==> src/rtl/pcs_receive.sv <==
// 1000BASE-X PCS receive path: 10-bit code-groups in, GMII RXD/RX_DV/RX_ER out.
// Decodes 8b/10b, tracks running disparity and runs the reduced receive state machine.
module pcs_receive #(
  parameter bit CHECK_RD = 1'b1
) (
  input  logic       Clk,
  input  logic       mr_main_reset,
  input  logic [9:0] rx_code_group,
  input  logic       PUDI_indicate,
  input  logic       sync_status,
  output logic [7:0] RXD,
  output logic       RX_DV,
  output logic       RX_ER,
  output logic       rx_even
);

  typedef enum logic [2:0] {
    LINK_FAILED, WAIT_FOR_K, RX_K, IDLE_D,
    RECEIVE, TRI, TRR, RX_INVALID
  } state_t;

  state_t     state, state_nx;
  logic       rd, rd6, rd_nx;
  logic [7:0] rxd_nx;
  logic       dv_nx, er_nx, even_nx;

  logic [5:0] s6;
  logic [3:0] s4;
  logic [2:0] n6, n4, y;
  logic [4:0] x;
  logic [7:0] dec;
  logic       v6, v4, k28, a7_ok, derr, rd_ok;
  logic       d_ok, k_ok, s_ok, t_ok, r_ok, valid;

  assign s6 = rx_code_group[9:4];
  assign s4 = rx_code_group[3:0];
  assign n6 = 3'($countones(s6));
  assign n4 = 3'($countones(s4));

  always_comb begin
    v6  = 1'b1;
    k28 = 1'b0;
    x   = 5'd0;
    case (s6)
      6'b100111, 6'b011000: x = 5'd0;
      6'b011101, 6'b100010: x = 5'd1;
      6'b101101, 6'b010010: x = 5'd2;
      6'b110001:            x = 5'd3;
      6'b110101, 6'b001010: x = 5'd4;
      6'b101001:            x = 5'd5;
      6'b011001:            x = 5'd6;
      6'b111000, 6'b000111: x = 5'd7;
      6'b111001, 6'b000110: x = 5'd8;
      6'b100101:            x = 5'd9;
      6'b010101:            x = 5'd10;
      6'b110100:            x = 5'd11;
      6'b001101:            x = 5'd12;
      6'b101100:            x = 5'd13;
      6'b011100:            x = 5'd14;
      6'b010111, 6'b101000: x = 5'd15;
      6'b011011, 6'b100100: x = 5'd16;
      6'b100011:            x = 5'd17;
      6'b010011:            x = 5'd18;
      6'b110010:            x = 5'd19;
      6'b001011:            x = 5'd20;
      6'b101010:            x = 5'd21;
      6'b011010:            x = 5'd22;
      6'b111010, 6'b000101: x = 5'd23;
      6'b110011, 6'b001100: x = 5'd24;
      6'b100110:            x = 5'd25;
      6'b010110:            x = 5'd26;
      6'b110110, 6'b001001: x = 5'd27;
      6'b001110:            x = 5'd28;
      6'b101110, 6'b010001: x = 5'd29;
      6'b011110, 6'b100001: x = 5'd30;
      6'b101011, 6'b010100: x = 5'd31;
      6'b001111, 6'b110000: begin
        x   = 5'd28;
        k28 = 1'b1;
      end
      default: v6 = 1'b0;
    endcase
  end

  always_comb begin
    v4 = 1'b1;
    y  = 3'd0;
    case (s4)
      4'b1011, 4'b0100: y = 3'd0;
      4'b1001:          y = 3'd1;
      4'b0101:          y = 3'd2;
      4'b1100, 4'b0011: y = 3'd3;
      4'b1101, 4'b0010: y = 3'd4;
      4'b1010:          y = 3'd5;
      4'b0110:          y = 3'd6;
      4'b1110, 4'b0001,
      4'b0111, 4'b1000: y = 3'd7;
      default:          v4 = 1'b0;
    endcase
  end

  // Alternate D.x.7 is legal only after the sub-blocks that would
  // otherwise form a run of five.
  always_comb begin
    a7_ok = 1'b1;
    case (s4)
      4'b0111: a7_ok = (x == 5'd17) || (x == 5'd18) || (x == 5'd20);
      4'b1110: a7_ok = !((x == 5'd17) || (x == 5'd18) || (x == 5'd20));
      4'b1000: a7_ok = (x == 5'd11) || (x == 5'd13) || (x == 5'd14);
      4'b0001: a7_ok = !((x == 5'd11) || (x == 5'd13) || (x == 5'd14));
      default: a7_ok = 1'b1;
    endcase
  end

  always_comb begin
    rd6 = rd;
    if (n6 > 3'd3 || s6 == 6'b000111) rd6 = 1'b1;
    else if (n6 < 3'd3 || s6 == 6'b111000) rd6 = 1'b0;
    rd_nx = rd6;
    if (n4 > 3'd2 || s4 == 4'b0011) rd_nx = 1'b1;
    else if (n4 < 3'd2 || s4 == 4'b1100) rd_nx = 1'b0;
  end

  assign derr = (rd  ? (n6 > 3'd3 || s6 == 6'b111000)
                     : (n6 < 3'd3 || s6 == 6'b000111))
              | (rd6 ? (n4 > 3'd2 || s4 == 4'b1100)
                     : (n4 < 3'd2 || s4 == 4'b0011));
  assign rd_ok = !CHECK_RD || !derr;

  assign dec  = {y, x};
  assign d_ok = v6 && v4 && !k28 && a7_ok && rd_ok;
  assign k_ok = rd_ok && (rx_code_group == 10'b0011111010
                       || rx_code_group == 10'b1100000101);
  assign s_ok = rd_ok && (rx_code_group == 10'b1101101000
                       || rx_code_group == 10'b0010010111);
  assign t_ok = rd_ok && (rx_code_group == 10'b1011101000
                       || rx_code_group == 10'b0100010111);
  assign r_ok = rd_ok && (rx_code_group == 10'b1110101000
                       || rx_code_group == 10'b0001010111);
  assign valid = d_ok || k_ok || s_ok || t_ok || r_ok;

  always_comb begin
    state_nx = state;
    rxd_nx   = 8'h00;
    dv_nx    = 1'b0;
    er_nx    = 1'b0;
    even_nx  = ~rx_even;
    if (!sync_status) begin
      state_nx = LINK_FAILED;
      er_nx    = RX_DV;
    end else begin
      unique case (state)
        LINK_FAILED: state_nx = WAIT_FOR_K;
        WAIT_FOR_K, RX_INVALID: begin
          if (k_ok) begin
            state_nx = RX_K;
            even_nx  = 1'b1;
          end
        end
        RX_K: begin
          if (d_ok && (dec == 8'h50 || dec == 8'hC5)) state_nx = IDLE_D;
          else state_nx = RX_INVALID;
        end
        IDLE_D: begin
          if (k_ok) begin
            state_nx = RX_K;
          end else if (s_ok) begin
            state_nx = RECEIVE;
            rxd_nx   = 8'h55;
            dv_nx    = 1'b1;
          end else begin
            state_nx = RX_INVALID;
            if (valid) begin
              rxd_nx = 8'h0E;
              er_nx  = 1'b1;
            end
          end
        end
        RECEIVE: begin
          if (d_ok) begin
            rxd_nx = dec;
            dv_nx  = 1'b1;
          end else if (t_ok) begin
            state_nx = TRI;
          end else begin
            if (k_ok) state_nx = RX_K;
            dv_nx = 1'b1;
            er_nx = 1'b1;
          end
        end
        TRI: begin
          if (r_ok) state_nx = TRR;
          else state_nx = RX_INVALID;
        end
        TRR: begin
          if (k_ok) state_nx = RX_K;
          else if (!r_ok) state_nx = RX_INVALID;
        end
      endcase
    end
  end

  always_ff @(posedge Clk) begin
    if (!mr_main_reset) begin
      state   <= LINK_FAILED;
      rd      <= 1'b0;
      RXD     <= 8'h00;
      RX_DV   <= 1'b0;
      RX_ER   <= 1'b0;
      rx_even <= 1'b0;
    end else if (PUDI_indicate) begin
      state   <= state_nx;
      rd      <= rd_nx;
      RXD     <= rxd_nx;
      RX_DV   <= dv_nx;
      RX_ER   <= er_nx;
      rx_even <= even_nx;
    end
  end

endmodule
==> config.mk <==
export PLATFORM = sky130hd
export DESIGN_NAME = pcs_receive
export DESIGN_NICKNAME = d
export VERILOG_FILES = /design/src/rtl/pcs_receive.sv
export SDC_FILE = /design/constraint.sdc
export NUM_CORES = 1
export LEC_CHECK = 0
export CORE_MARGIN = 4
export CORE_UTILIZATION = 45
export DETAILED_ROUTE_END_ITERATION = 8
export PLACE_DENSITY = 0.66
export SYNTH_ARGS = -nofsm -noshare
export SYNTH_HDL_FRONTEND = slang
export SYNTH_SLANG_ARGS = --single-unit
==> constraint.sdc <==
create_clock -name Clk -period 5.45 [get_ports Clk]
set_input_delay 0.8175 -clock Clk [delete_from_list [all_inputs] [get_ports Clk]]
set_output_delay 0.8175 -clock Clk [all_outputs]
set_load 0.01 [all_outputs]
==> impl_metrics.py, run 1 <==
metrics = {
    "route": {
        "drt-initial-drc-count": 288,
        "routedWlPerCell_um": 16.11,
        "drc": 0,
        "routed_wl_mm": 6.653,
        "ant_nets": 0,
        "vias_per_cell": 6.201,
        "vias": 2561,
        "first_pass_iters": 5,
    },
    "timing": {
        "fin_tns_setup_ns": 0,
        "worstMarginPinSlew_ns": 0.7084,
        "clock-skew-final_ns": 0.002015,
        "finalCritPeriodShare_pct": 88.17,
        "whs_ns": 0.4653,
        "finalMaxSlewViolations": 0,
        "rsz0062_at_grt": "false",
        "setup_viol": 0,
        "fmax_mhz": 208.1,
        "hold_violations": 0,
        "relSlewSlack_pct": 52.78,
        "period_minus_slack_ns": 4.805,
    },
    "logic_synthesis": {
        "synth_cells": 329,
        "synth.yosys.warnings": 0,
        "synth.avg_cell_area_um2": 7.275,
        "synth_area_um2": 2394,
        "ys_types": 71,
        "synthTopCellsByArea": "dfxtp_1 (13%), ha_1 (6.3%), a21oi_1 (4.8%)",
        "synth_seq_area_share_pct": 12.55,
        "yosysTopAreaCellShare_pct": 12.55,
        "synth-edff-count": 0,
        "synth-seq-cells": 15,
        "yosysTopAreaCell": "dfxtp_1",
        "async_reset_ff_share_pct": 0,
        "synthFlopType": "dfxtp_1",
        "mappedNetlistNets": 359,
    },
    "placement": {
        "dp.final_hpwl_mm": 5.023,
        "dp.cells": 409,
        "gp_congestion": 0.9366,
        "port_buffers": 24,
    },
    "worst_setup_path": {
        "path_class": "input port to flop",
        "cp-start-kind": "input port",
        "crit_path_end_kind": "flop",
        "critPathMaxStageDelay_ns": 0.58,
        "arrival_ns": 4.94,
        "cpMaxStageDelayCell": "a21oi_1",
        "worstPathMaxFanout": 9,
        "cpMostUsedCell": "fa_1",
        "crit_required_ns": 5.59,
        "path_cells": "clkdlybuf4s50_1 > fa_1 > inv_1 > fa_1 > inv_1 > ha_1 > fa_1 > o2111ai_1 > a211oi_1 > o22ai_1 > a21oi_1 > o21ai_0 > a32o_1 > a32oi_1 > nor2_1",
    },
    "final_layout": {
        "multi_input_area_um2": 1864,
        "layout-drive-gt1-share_pct": 6.706,
        "area_growth_pct": 11.97,
        "fill_cells": 543,
        "final_common_cell": "nor2_1",
        "nNetsFinal": 374,
        "final-seq-area_um2": 300.3,
        "final_cell_mix": "nor2_1 (30), nand2_1 (26), clkdlybuf4s50_1 (24), a21oi_1 (23), inv_1 (22)",
        "n_antenna_cell": 0,
        "fin_cells": 413,
    },
    "die": {
        "start_util_pct": 46.57,
        "die_h_um": 80.93,
        "ioPinCount": 25,
        "die_w_um": 80.93,
        "rows": 26,
        "fp.dieArea_um2": 6550,
        "core_um2": 5140,
    },
    "cts": {
        "cts.repair.resized": 0,
        "cts_tree": "done",
        "postCtsSetupBuffers": 0,
        "clkTransAtPathRegs_ns": 0.06,
        "htreeDepth": 1,
        "clockBufferDepth": 2,
        "clk_latency_ns": 0.25,
        "cts-root-buf": "clkbuf_8",
        "cts_made_buffers": 3,
        "ctsHoldBuffers": 0,
        "cts.sinks": 15,
    },
    "min_path": {
        "hold_path_class": "flop to flop",
    },
    "pwr": {
        "ir_drop_mv": 0.08722,
        "power_mw": 0.3941,
        "power_leakage_nw": 0.9772,
        "power_density_nw_per_um2": 147.1,
    },
    "outcome": {
        "status": "finished clean",
    },
    "global_route": {
        "grt_usage_pct": 20.59,
        "grt_max_degree": 32,
        "overflow": 0,
        "grt_pass1_vias": 2277,
        "grt_pass1_wl_mm": 10.90,
        "antenna_found_initial": 0,
    },
    "flow_run": {
        "drv_cap": 0,
    },
}
## synth_stat cells (all sizes together), types with 4 or more instances
library cell / instances
clkbuf: 10
nor2b: 9
a21oi: 23
nand2: 26
nor2: 30
nor3: 10
inv: 22
a31oi: 6
nand3b: 6
dfxtp: 15
nand2b: 10
nand3: 14
ha: 12
nand4: 4
o32ai: 4
buf: 12
o22ai: 7
a211oi: 8
o21ai: 21
and3: 7
fa: 4
mux2i: 4
## logic make-up (layout without fill, tap and decap cells)
| group | Yosys count | in the layout | share of synthesized area, % |
|---|---|---|---|
| AOI/OAI and AO/OA | 107 | 107 | 31.99 |
| muxes | 7 | 7 | 3.084 |
| xor gates and xnor gates | 5 | 5 | 1.830 |
| buffers and inverters | 44 | 58 | 9.566 |
| and+or+nand+nor | 135 | 135 | 31.36 |
| adders and majority gates | 16 | 16 | 9.618 |
| DFF | 15 | 15 | 12.55 |
## power breakdown
| group | internal (mW) | switching (mW) | total [mW] |
|---|---|---|---|
| sequential | 0.112 | 0.00364 | 0.116 |
| clock | 0.0519 | 0.0407 | 0.0926 |
| combinational | 0.0741 | 0.112 | 0.186 |
| total | 0.238 | 0.156 | 0.394 |
## per-layer routing
| layer | up-vias | wire length [um] | global-route usage [%] |
|---|---|---|---|
| li1 | 1260 | - | - |
| met1 | 1187 | 3258 | 30.77 |
| met2 | 110 | 2977 | 31.20 |
| met3 | 4 | 376 | 3.215 |
| met4 | 0 | 40 | 3.716 |
| met5 | - | 0 | 0 |
## cell type report
| cell class | instances | share of cell area (%) |
|---|---|---|
| well taps | 70 | 3.268 |
| multi-input cells | 270 | 69.56 |
| clock buffers | 4 | 1.681 |
| flip-flops and latches | 15 | 11.20 |
| repair buffers | 32 | 11.20 |
| inverters | 22 | 3.081 |
## worst max-delay path: cells and delay by family
kind | cells | cell delay, ns
AO/OA/AOI/OAI | 7 | 1.79
adder cells (fa/ha/maj) | 4 | 1.71
buffers and inverters | 3 | 0.58
AND/OR/NAND/NOR | 1 | 0.05
## path summary, 6_finish.rpt
kind | startpoint | slack, ns | depth (start not counted) | end
max | rx_code_group[4] | 0.64 | 15 | state[2]
min | RXD[2] | 0.47 | 2 | RXD[2]
max reg2reg | rd | 3.08 | 8 | state[2]
min reg2reg | RXD[2] | 0.47 | 2 | RXD[2]
## flip-flops by register name, indices dropped and copies added, names as in the netlist
name / count
RXD: 8
state: 3
RX_DV: 1
RX_ER: 1
rd: 1
rx_even: 1
## metrics by stage
stage	worst slack, ns	utilization [%]	cell area [um2]
after global placement	0.5674	51.27	2635
after detailed placement	0.4219	51.27	2635
after CTS	0.6927	52.14	2680
final	0.6449	52.14	2680
after global routing	0.3230	52.14	2680
after floorplan	1.226	-	2394
No activity file was read; power rests on OpenSTA's default activity.
==> run 2: changes to the inputs <==
--- a/config.mk
+++ b/config.mk
@@ -5,10 +5,14 @@
 export SDC_FILE = /design/constraint.sdc
 export NUM_CORES = 1
 export LEC_CHECK = 0
+export CAP_MARGIN = 20
+export CELL_PAD_IN_SITES_DETAIL_PLACEMENT = 0
+export CELL_PAD_IN_SITES_GLOBAL_PLACEMENT = 1
 export CORE_MARGIN = 4
-export CORE_UTILIZATION = 45
+export CORE_UTILIZATION = 42
+export CTS_CLUSTER_DIAMETER = 50
 export DETAILED_ROUTE_END_ITERATION = 8
-export PLACE_DENSITY = 0.66
+export PLACE_DENSITY_LB_ADDON = 0.1
 export SYNTH_ARGS = -nofsm -noshare
 export SYNTH_HDL_FRONTEND = slang
 export SYNTH_SLANG_ARGS = --single-unit
==> impl_metrics.py, run 2 (synthesis gave the netlist of run 1 again) <==
metrics = {
    "final_layout": {
        "fill_cells": 572,
        "final_common_cell": "nor2_1",
        "layout-drive-gt1-share_pct": 6.706,
        "biggestRegsByFlops": "RXD x8, state x3",
        "largest-register": "RXD",
        "n_antenna_cell": 0,
        "nNetsFinal": 374,
        "final_area_um2": 2683,
        "final_cell_mix": "nor2_1 (30), nand2_1 (26), clkdlybuf4s50_1 (24), a21oi_1 (23), inv_1 (22)",
        "area_growth_pct": 12.08,
        "largest_reg_flops": 8,
    },
    "route": {
        "routedWlPerCell_um": 16.54,
        "routed_wl_mm": 6.864,
        "ant_nets": 0,
        "vias": 2574,
        "first_pass_iters": 5,
        "drt-initial-drc-count": 219,
        "drc": 0,
        "vias_per_cell": 6.202,
    },
    "timing": {
        "worstMarginPinSlew_ns": 0.6916,
        "whs_ns": 0.4662,
        "clock-skew-final_ns": 0.004127,
        "relSlewSlack_pct": 53.89,
        "fmax_mhz": 207.2,
        "hold_violations": 0,
        "period_minus_slack_ns": 4.827,
        "setup_viol": 0,
        "fin_tns_setup_ns": 0,
        "finalCritPeriodShare_pct": 88.56,
        "rsz0062_at_grt": "false",
        "finalMaxSlewViolations": 0,
    },
    "flow_run": {
        "drv_cap": 0,
    },
    "cts": {
        "postCtsSetupBuffers": 0,
        "cts_tree": "done",
        "cts.repair.resized": 0,
        "clk_latency_ns": 0.25,
        "cts_made_buffers": 3,
        "clkTransAtPathRegs_ns": 0.06,
        "clockBufferDepth": 2,
        "ctsHoldBuffers": 0,
        "htreeDepth": 1,
        "cts-root-buf": "clkbuf_8",
        "cts.sinks": 15,
    },
    "global_route": {
        "grt_pass1_vias": 2362,
        "grt_pass1_wl_mm": 11.81,
        "grt_usage_pct": 19.76,
        "overflow": 0,
        "grt_max_degree": 32,
        "antenna_found_initial": 0,
    },
    "worst_setup_path": {
        "reg2reg_slack_ns": 3.08,
        "cp-endpoint": "state[2]",
        "r2r-end": "state[2]",
        "crit_required_ns": 5.59,
        "crit_path_end_kind": "flop",
        "cp-start-kind": "input port",
        "reg2reg_depth": 8,
        "arrival_ns": 4.96,
        "worstReg2RegStart": "rd",
        "path_class": "input port to flop",
        "cp-startpoint": "rx_code_group[4]",
        "worstPathMaxFanout": 9,
    },
    "die": {
        "die_w_um": 83.49,
        "ioPinCount": 25,
        "start_util_pct": 43.47,
        "rows": 27,
        "die_h_um": 83.49,
        "core_um2": 5507,
        "fp.dieArea_um2": 6971,
    },
    "pwr": {
        "ir_drop_mv": 0.09582,
        "power_mw": 0.3934,
        "power_leakage_nw": 0.9772,
        "power_density_nw_per_um2": 146.6,
    },
    "min_path": {
        "min-delay-start": "RXD[2]",
        "hold_path_class": "flop to flop",
    },
    "placement": {
        "place_area_um2": 2638,
        "port_buffers": 24,
        "gp_congestion": 0.8689,
        "dp.final_hpwl_mm": 5.174,
    },
    "outcome": {
        "status": "finished clean",
    },
}
-- run 2: final cells by class --
type	instances	area, um2	area share [%]
clock buffer	4	45.04	1.679
inverter	22	82.58	3.078
timing repair buffer	32	300.3	11.19
sequential	15	300.3	11.19
multi-input combinational	270	1864	69.50
tap	72	90.09	3.358
-- run 2: metrics by stage --
stage / cells / util, % / setup WS (ns)
after global placement: 411 / 47.90 / 0.5298
after floorplan: 329 / - / 1.226
after CTS: 415 / 48.72 / 0.6141
after detailed placement: 411 / 47.90 / 0.3649
final: 415 / 48.72 / 0.6234
after global routing: 415 / 48.72 / 0.2573
-- run 2: critical path, stage by stage --
cell             delay, ns
clkdlybuf4s50_1       0.49
fa_1                  0.56
inv_1                 0.05
fa_1                  0.47
inv_1                 0.04
ha_1                  0.18
fa_1                  0.50
o2111ai_1             0.16
a211oi_1              0.27
o22ai_1               0.14
a21oi_1               0.56
o21ai_0               0.18
a32o_1                0.30
a32oi_1               0.19
nor2_1                0.05
-- run 2: report_power, final --
part / switching (mW) / leakage (nW) / internal, mW
Combinational: 0.113 / 0.833 / 0.0743
Clock: 0.0385 / 0.0228 / 0.0518
Sequential: 0.00354 / 0.122 / 0.112
Total: 0.155 / 0.977 / 0.238
-- run 2: worst min-delay path by stage --
stage | endpoint | slack [ns] | depth (start not counted)
after CTS | RXD[2] | 0.47 | 2
after global placement | RXD[1] | 0.45 | 2
after global routing | RXD[5] | 0.48 | 2
after floorplan | RXD[5] | 0.48 | 2
final | RXD[2] | 0.47 | 2
after detailed placement | RXD[1] | 0.45 | 2
-- run 2: routing by layer --
layer / GRT usage [%] / vias to the layer above / share of wire [%]
met4: 2.924 / 0 / 0.67
met5: 0 / - / 0
met1: 30.48 / 1220 / 49
met2: 29.66 / 84 / 44
li1: - / 1264 / -
met3: 2.567 / 6 / 5.5
